==> src/rtl/instr_loader_pkg.sv <==
// instr_loader_pkg: shared types and constants for the instruction boot loader
// Contents: loader state enum, default frame start marker, frame field widths.
package instr_loader_pkg;

    localparam int BYTE_W = 8;
    localparam int ADDR_W = 16;
    localparam int LEN_W  = 8;

    localparam logic [BYTE_W-1:0] SYNC_DEFAULT = 8'hA5;

    typedef enum logic [2:0] {
        IDLE,
        ADDR_HI,
        ADDR_LO,
        LEN,
        DATA,
        CSUM,
        DONE,
        ERROR
    } state_t;

endpackage

==> src/rtl/instr_loader.sv <==
// instr_loader: framed byte-stream boot loader writing the payload big-endian into instruction memory
// Ports:
//   Clock, Reset (async, active-high), Restart (sync return to IDLE)
//   InValid/InData/InReady : byte stream handshake, byte accepted when InValid && InReady
//   MemWrEn/MemAddr/MemData: registered one-cycle write to the byte-wide instruction memory
//   CpuHold                : holds the CPU until a frame has been loaded and verified
//   Done/Error             : registered frame outcome, held until Restart or Reset
// Build option: define INSTR_LOADER_CHECKSUM_EN to expect and verify a trailing CSUM byte;
// without it the frame ends after the payload and only the range check can raise Error.
module instr_loader
    import instr_loader_pkg::*;
#(
    parameter int                MEM_BYTES = 128,
    parameter logic [BYTE_W-1:0] SYNC_BYTE = SYNC_DEFAULT
) (
    input  logic              Clock,
    input  logic              Reset,
    input  logic              Restart,
    input  logic              InValid,
    input  logic [BYTE_W-1:0] InData,
    output logic              InReady,
    output logic              MemWrEn,
    output logic [ADDR_W-1:0] MemAddr,
    output logic [BYTE_W-1:0] MemData,
    output logic              CpuHold,
    output logic              Done,
    output logic              Error
);

`ifdef INSTR_LOADER_CHECKSUM_EN
    localparam state_t AFTER_DATA = CSUM;
`else
    localparam state_t AFTER_DATA = DONE;
`endif

    state_t            state, state_next;
    logic [ADDR_W-1:0] addr;
    logic [LEN_W-1:0]  count;
    logic [BYTE_W-1:0] csum;
    logic [BYTE_W-1:0] csum_next;
    logic [ADDR_W:0]   end_addr;
    logic              accept;

    assign InReady   = (state != DONE) && (state != ERROR);
    assign accept    = InValid && InReady;
    assign csum_next = csum + InData;
    // One extra bit so a start address near 16'hFFFF cannot wrap past the range check.
    assign end_addr  = {1'b0, addr} + {{(ADDR_W + 1 - LEN_W){1'b0}}, InData};

    always_ff @(posedge Clock or posedge Reset) begin
        if (Reset)
            state <= IDLE;
        else
            state <= state_next;
    end

    always_comb begin
        state_next = state;
        if (Restart)
            state_next = IDLE;
        else if (accept)
            case (state)
                IDLE:    state_next = (InData == SYNC_BYTE) ? ADDR_HI : IDLE;
                ADDR_HI: state_next = ADDR_LO;
                ADDR_LO: state_next = LEN;
                LEN:     state_next = (end_addr > (ADDR_W + 1)'(MEM_BYTES)) ? ERROR :
                                      (InData == '0) ? AFTER_DATA : DATA;
                DATA:    state_next = (count == LEN_W'(1)) ? AFTER_DATA : DATA;
                CSUM:    state_next = (csum_next == '0) ? DONE : ERROR;
                default: state_next = state;
            endcase
    end

    // Outcome flags are registered from the next state so they rise one cycle after the
    // deciding byte, and CpuHold drops on exactly the same edge that raises Done.
    always_ff @(posedge Clock or posedge Reset) begin
        if (Reset) begin
            addr    <= '0;
            count   <= '0;
            csum    <= '0;
            MemWrEn <= 1'b0;
            MemAddr <= '0;
            MemData <= '0;
            CpuHold <= 1'b1;
            Done    <= 1'b0;
            Error   <= 1'b0;
        end else begin
            MemWrEn <= 1'b0;
            CpuHold <= state_next != DONE;
            Done    <= state_next == DONE;
            Error   <= state_next == ERROR;
            if (Restart)
                csum <= '0;
            else if (accept)
                case (state)
                    IDLE:    csum <= '0;
                    ADDR_HI: begin
                        addr[ADDR_W-1:BYTE_W] <= InData;
                        csum                  <= csum_next;
                    end
                    ADDR_LO: begin
                        addr[BYTE_W-1:0] <= InData;
                        csum             <= csum_next;
                    end
                    LEN:     begin
                        count <= InData;
                        csum  <= csum_next;
                    end
                    DATA:    begin
                        MemWrEn <= 1'b1;
                        MemAddr <= addr;
                        MemData <= InData;
                        addr    <= addr + ADDR_W'(1);
                        count   <= count - LEN_W'(1);
                        csum    <= csum_next;
                    end
                    default: ;
                endcase
        end
    end

endmodule

==> config.mk <==
export PLATFORM = sky130hd
export DESIGN_NAME = instr_loader
export DESIGN_NICKNAME = d
export VERILOG_FILES = /design/src/rtl/instr_loader_pkg.sv /design/src/rtl/instr_loader.sv
export SDC_FILE = /design/constraint.sdc
export NUM_CORES = 1
export LEC_CHECK = 0
export BUFFER_PORTS_ARGS = -buffer_cell sky130_fd_sc_hd__clkbuf_2
export CORE_MARGIN = 2
export CORE_UTILIZATION = 25
export DETAILED_ROUTE_END_ITERATION = 8
export PLACE_DENSITY = 0.42
export SYNTH_ARGS = -nofsm -noshare
export SYNTH_HDL_FRONTEND = slang
export SYNTH_SLANG_ARGS = --single-unit
==> constraint.sdc <==
create_clock -name Clock -period 3.4 [get_ports Clock]
set_input_delay 0 -clock Clock [delete_from_list [all_inputs] [get_ports Clock]]
set_output_delay 0 -clock Clock [all_outputs]
set_load 0.05 [all_outputs]
==> run metrics, run 1 <==
number of clock sinks seen by CTS 63; Via Count 3268; source of the worst hold timing path InData[5]; pre-CTS setup slack 428 ps; insertion delay of the later-clocked pin in the worst-skew pair 340 ps; placement row count 45; portion of the post-synthesis area used by sequential elements 40.4%; leakage power of the design 2.01 nW; path type of the worst setup path flip-flop to flip-flop; area enclosed by the die boundary 16600 sq um; critical path cell sequence ha_1 > fa_1 > a211oi_1 > o21ai_1 > o221ai_1 > mux2i_1 > o21ai_0 > o41ai_2 > a31oi_1 > a211o_1; fin util 30.2%; total of max-cap violations 0; net switching fraction of the power 33.5%; clock-pin slew of the registers on the worst-case setup and hold paths 50 ps; root buf cell clkbuf_16; pwr/cell area 511 nW/um^2; setup_tns 0 ps; critical path startpoint addr[0]; Finished Layout Cells 664; total global routing track utilization 14.0%; ratio of routed vias to standard cells 4.92; DP HPWL 7450 microns; ys async rst share 100%; n_diodes 0; data arrival time of the worst path 3250 ps; combinational family with the most area after synthesis compound AO/OA/AOI/OAI gates; kind of start point of the critical path flip-flop; post-synthesis share of cell area spent on and, or, nand and nor gates 15.4%; wire length of the first global-routing pass 17700 microns; required time worst endpoint 3660 ps; vias in the first global route 3180; setup clock skew after layout 6.00 ps; average detailed-routed wire length per instance 16.1 microns; number of instances in the synthesized netlist 412; clock buffer depth 2; share of final-layout standard cells stronger than drive strength 1 22.3%; detailed-route DRC error count 0; shortest period the worst path allows 2990 ps; TritonCTS clock tree done; Tightest Hold Check Type input pin to flip-flop; internal cell power 1.57 mW; First DRT Iteration DRCs 183; total power after layout 2.36 mW; leading register cell type out of synthesis dfrtp_1; Final ANT Viol Nets 0; routed wire length 10700 microns; effective utilization at floorplan 25.6%; final setup slack of the worst path 405 ps; number of flops mapped to enable cells by yosys 0; area fraction in compound gates after synthesis 23.3%; adder and majority cell fraction of the synthesized area 6.79%; post-synthesis mux area share 7.72%; Tightest Pin Transition 832 ps; layout-stage area growth over the synthesis result 18.1%; proportion of power drawn by combinational gates 24.0%; Synth Register Bits 63; number of buffers and inverters on the critical path 0; cell family with the largest share of critical-path delay compound AO/OA/AOI/OAI gates; unrepaired setup endpoints after global routing no; buffers added on ports 40; Setup Viol. Count Final 0; initial antenna violation count 0; Netlist Area Pre-Place 3900 sq um; timing-limited maximum frequency 334 MHz; Slowest cell on crit path fa_1; x dimension of the die 129 microns; worst rel slew slack 44.4%; mean area per synthesized cell 9.48 sq um; outcome finished clean; count of pins over their slew limit 0; number of top-level design ports 41; final hold violations 0; # Post-CTS Setup Buffers 0; depth of the CTS H-tree 3; cell type contributing the most total cell area after synthesis dfrtp_1; number of distinct standard cells referenced by the synthesized netlist 60; TritonCTS Buffers 9; final net count 483; xor-xnor portion of the synthesized cell area 3.11%; Reg2Reg Launch Point addr[0]; maximum vdd drop 213 uV; area share of the largest cell type after synthesis 39.7%; Worst Setup End Kind flip-flop; instance count after placement with tap cells included 649; maximum number of pins on one net before global-route repair 40; Net Count, Synth 444; routability congestion estimate from global placement 0.821; highest cell delay on the worst timing path 430 ps; relative contribution of sequential cells to total power 41.7%; number of synthesis warnings 0; Core Area 15300 sq um; Die Ht 129 microns; clock share of power 34.3%; drt pass-1 iters 4; net switching power 0.789 mW; worst-path fanout max 6; overflow left after global routing 0; final worst-path cycle share 88.1%; largest cells by area after synthesis dfrtp_1 40%, mux2_2 7.2%, ha_1 5.8%, a21oi_1 5.3%, o21ai_0 3.8%
-- worst paths after layout --
| path | to | slack [ps] | cells past startpoint |
|---|---|---|---|
| min in group asynchronous | MemAddr[2] | 360 | 3 |
| max reg2reg | CpuHold | 410 | 10 |
| min reg2reg | csum[7] | 500 | 1 |
| min | MemData[5] | 50 | 2 |
| max | CpuHold | 410 | 10 |
| max in group asynchronous | csum[4] | 2180 | 4 |
-- routing by layer --
layer,track usage (%),vias up,share of wire [%]
met5,0,-,0
met4,6.33,0,1.9
met3,2.66,13,4.0
met2,20.9,68,46
met1,19.7,1566,49
li1,-,1621,-
-- per-stage QoR --
stage               hold slack (ps)  cell area [sq um]
finish                         48.3               4610
global route                   58.0               4610
CTS                            33.7               4610
detailed placement              213               4340
global placement                202               4340
floorplan                      63.1               3900
-- flip-flops by register name, indices dropped and copies added, names as in the netlist, 3 cells and up --
register,count
csum,8
state,3
count,8
MemAddr,16
MemData,8
addr,16
-- final cells by class --
| cell class | instances | area, sq um |
|---|---|---|
| clock inverter | 2 | 10.0 |
| timing repair buffer | 50 | 280 |
| multi-input combinational | 317 | 2200 |
| sequential | 63 | 1580 |
| inverter | 10 | 37.5 |
| fill | 1605 | 10600 |
| tap | 211 | 264 |
| clock buffer | 11 | 243 |
-- what timing repair did --
item / CTS / global route
hold buffers: 2 / 0
endpoints found under the hold margin: 39 / 0
resized for setup: 0 / 0
-- cells in the mapped netlist, drive strengths merged, types with 3 or more instances --
master,instances
buf,7
ha,18
dfrtp,62
nand3,21
a211oi,8
nor2,22
nor3,10
xor2,8
inv,10
a22o,12
nand2,24
o22ai,7
clkbuf,15
o21a,3
and2,4
o21ai,33
xnor2,5
mux2,25
nand4,6
a21o,3
a21oi,43
or3,6
nand2b,7
or2,5
a31oi,5
o31ai,3
nor4,4
-- layout by cell type, fill, tap and decap left out, types with 3 or more instances in the layout --
cell,instances
nor2_1,21
nand2b_1,7
nand3_1,21
clkbuf_2,40
o22ai_1,7
a21oi_1,41
nor4_1,4
or3_1,6
nor3_1,10
ha_1,18
a21o_1,3
nand4_1,6
a22o_1,12
o21ai_1,3
o21ai_0,30
clkbuf_16,9
buf_4,8
or2_2,5
inv_1,9
o21a_1,3
a31oi_1,5
xor2_1,7
dfrtp_1,62
a211oi_1,8
and2_1,4
mux2_2,25
nand2_1,24
xnor2_1,5
-- cell families after synthesis --
family	Yosys count
xor gates and xnor gates	13
adders and majority gates	20
and+or+nand+nor	119
muxes	27
buffers and inverters	32
DFF	63
AOI/OAI and AO/OA	138
-- power by group through the flow --
stage                     registers [mW]  logic, mW  clock network [mW]
after floorplan                    0.927      0.475                   0
after global placement             0.992      0.563                   0
after detailed placement           0.995      0.564                   0
after CTS                          0.982      0.570               0.842
after global routing                1.01      0.651               0.873
final                              0.982      0.567               0.807
Note: power is estimated with default switching activity, not from simulation.
==> run 2, diff against run 1 <==
PLACE_DENSITY = 0.44   (was 0.42)
==> run metrics, run 2 (synthesis results as in run 1) <==
placement row count 45 (unchanged); total of max-cap violations 0 (unchanged); Tightest Hold Check Type input pin to flip-flop; tightest hold margin 45.4 ps (-2.98 ps); drt pass-1 iters 4 (unchanged); Die Ht 129 microns (unchanged); Layout fillers 1589 (-1.0%); total power after layout 2.45 mW (+4.2%); detailed-route DRC error count 0 (unchanged); fin util 30.5% (+0.31 points); root buf cell clkbuf_16; outcome finished clean; clock-pin slew of the registers on the worst-case setup and hold paths 60 ps (about the same); number of top-level design ports 41 (unchanged); Tightest Pin Transition 848 ps (+16.2 ps); ratio of routed vias to standard cells 4.95 (+0.49%); proportion of power drawn by combinational gates 23.1% (-0.9 points); TritonCTS clock tree done; maximum vdd drop 229 uV (+7.4%); vias in the first global route 3133 (-1.5%); timing-limited maximum frequency 334 MHz (about the same); share of final-layout standard cells stronger than drive strength 1 22.9% (+0.56 points); initial antenna violation count 0 (unchanged); First DRT Iteration DRCs 178 (-2.7%); Core Area 15300 sq um (unchanged); path type of the worst setup path flip-flop to flip-flop; net switching fraction of the power 33.6% (+0.13 points); final design area excluding fillers 4660 sq um (+1.0%); final net count 483 (unchanged); number of buffers and inverters on the critical path 0 (unchanged); maximum number of pins on one net before global-route repair 39 (-2.5%); Final ANT Viol Nets 0 (unchanged); most frequent cells in the layout 62 x dfrtp_1, 41 x a21oi_1, 40 x clkbuf_2; Finished Layout Cells 666 (+0.30%); clock share of power 36.8% (+2.5 points); routability congestion estimate from global placement 0.836 (+1.9%); Setup Viol. Count Final 0 (unchanged); setup clock skew after layout 9.99 ps (+3.99 ps); critical path cell sequence ha_1 > fa_1 > a211oi_1 > o21ai_1 > o221ai_1 > mux2i_1 > o21ai_0 > o41ai_2 > a31oi_1 > a211o_1; TritonCTS Buffers 9 (unchanged); worst-path fanout max 6 (unchanged); pre-CTS setup slack 439 ps (+11.2 ps); overflow left after global routing 0 (unchanged); relative contribution of sequential cells to total power 40.1% (-1.6 points); cell family with the largest share of critical-path delay compound AO/OA/AOI/OAI gates; number of clock sinks seen by CTS 63 (unchanged); setup_tns 0 ps (unchanged); clock buffer depth 2 (unchanged); kind of start point of the critical path flip-flop; Worst Setup End Kind flip-flop; instance count after placement with tap cells included 649 (unchanged); final hold violations 0 (unchanged); placed instance area 4350 sq um (+0.29%); x dimension of the die 129 microns (unchanged); shortest period the worst path allows 2990 ps (-0.411 ps); post-CTS resize count 0 (unchanged); pwr/cell area 527 nW/um^2 (+3.1%); average detailed-routed wire length per instance 15.8 microns (-1.8%); Via Count 3294 (+0.80%); required time worst endpoint 3650 ps (about the same); area enclosed by the die boundary 16600 sq um (unchanged); highest cell delay on the worst timing path 430 ps (about the same); internal cell power 1.63 mW (+4.0%); unrepaired setup endpoints after global routing no; final worst-path cycle share 88.1% (about the same); n_diodes 0 (unchanged); layout-stage area growth over the synthesis result 19.4%; count of pins over their slew limit 0 (unchanged); final setup slack of the worst path 406 ps (+0.411 ps); effective utilization at floorplan 25.6% (unchanged); worst rel slew slack 43.4% (-1.1 points); Slowest cell on crit path dfrtp_1; wire length of the first global-routing pass 17100 microns (-3.3%); # Post-CTS Setup Buffers 0 (unchanged); insertion delay of the later-clocked pin in the worst-skew pair 330 ps (about the same); most frequent standard cell in the layout excluding fill and tap cells dfrtp_1; total global routing track utilization 13.4% (-0.62 points); buffers added on ports 40 (unchanged); routed wire length 10600 microns (-1.5%); data arrival time of the worst path 3240 ps (about the same); DP HPWL 7370 microns (-0.99%); depth of the CTS H-tree 3 (unchanged); largest registers in the final layout MemAddr x16, addr x16; net switching power 0.825 mW (+4.6%); leakage power of the design 2.02 nW (+0.44%)
==> run 2: path summary, 6_finish.rpt <==
check                             from     endpoint  slack [ps]  cells after the start
setup / recovery               addr[0]      CpuHold         410                     10
hold / removal                 InValid     state[1]          50                      3
setup reg to reg               addr[0]      CpuHold         410                     10
hold reg to reg            MemAddr[11]  MemAddr[11]         500                      1
max in group asynchronous        Reset      CpuHold        2100                      4
min in group asynchronous        Reset   MemAddr[2]         380                      3
==> run 2: power groups by stage <==
stage / sequential, mW / combinational [mW] / clock (mW)
6_report: 0.983 / 0.568 / 0.903
5_1_grt: 1.01 / 0.649 / 0.968
4_1_cts: 0.981 / 0.571 / 0.929
2_1_floorplan: 0.927 / 0.475 / 0
3_5_place_dp: 0.994 / 0.565 / 0
3_3_place_gp: 0.992 / 0.562 / 0
==> run 2: final cells by class <==
cell class / instances / area [sq um] / share of cell area, %
timing repair buffer: 50 / 293 / 6.28
clock inverter: 6 / 62.6 / 1.34
tap: 211 / 264 / 5.67
multi-input combinational: 317 / 2200 / 47.2
sequential: 63 / 1580 / 33.9
inverter: 10 / 37.5 / 0.806
clock buffer: 9 / 225 / 4.83
==> run 2: layer usage <==
layer  up-vias  part of all wire, %  GRT usage (%)
li1       1621                    -              -
met1      1596                   49           18.5
met2        71                   45           20.4
met3         6                  4.5           3.49
met4         0                 0.80           4.41
met5         -                    0              0
==> run 2: worst reg2reg max path: cells and delay by family (launching register included) <==
kind	cells	cell delay, ps
AOI/OAI and AO/OA	7	1580
adders and majority gates	2	680
DFF	1	430
muxes	1	220
==> run 2: what timing repair did <==
item | in CTS | in global routing
hold buffers | 2 | 0
endpoints found under the hold margin | 39 | 0
endpoints found under the setup margin | 0 | 0
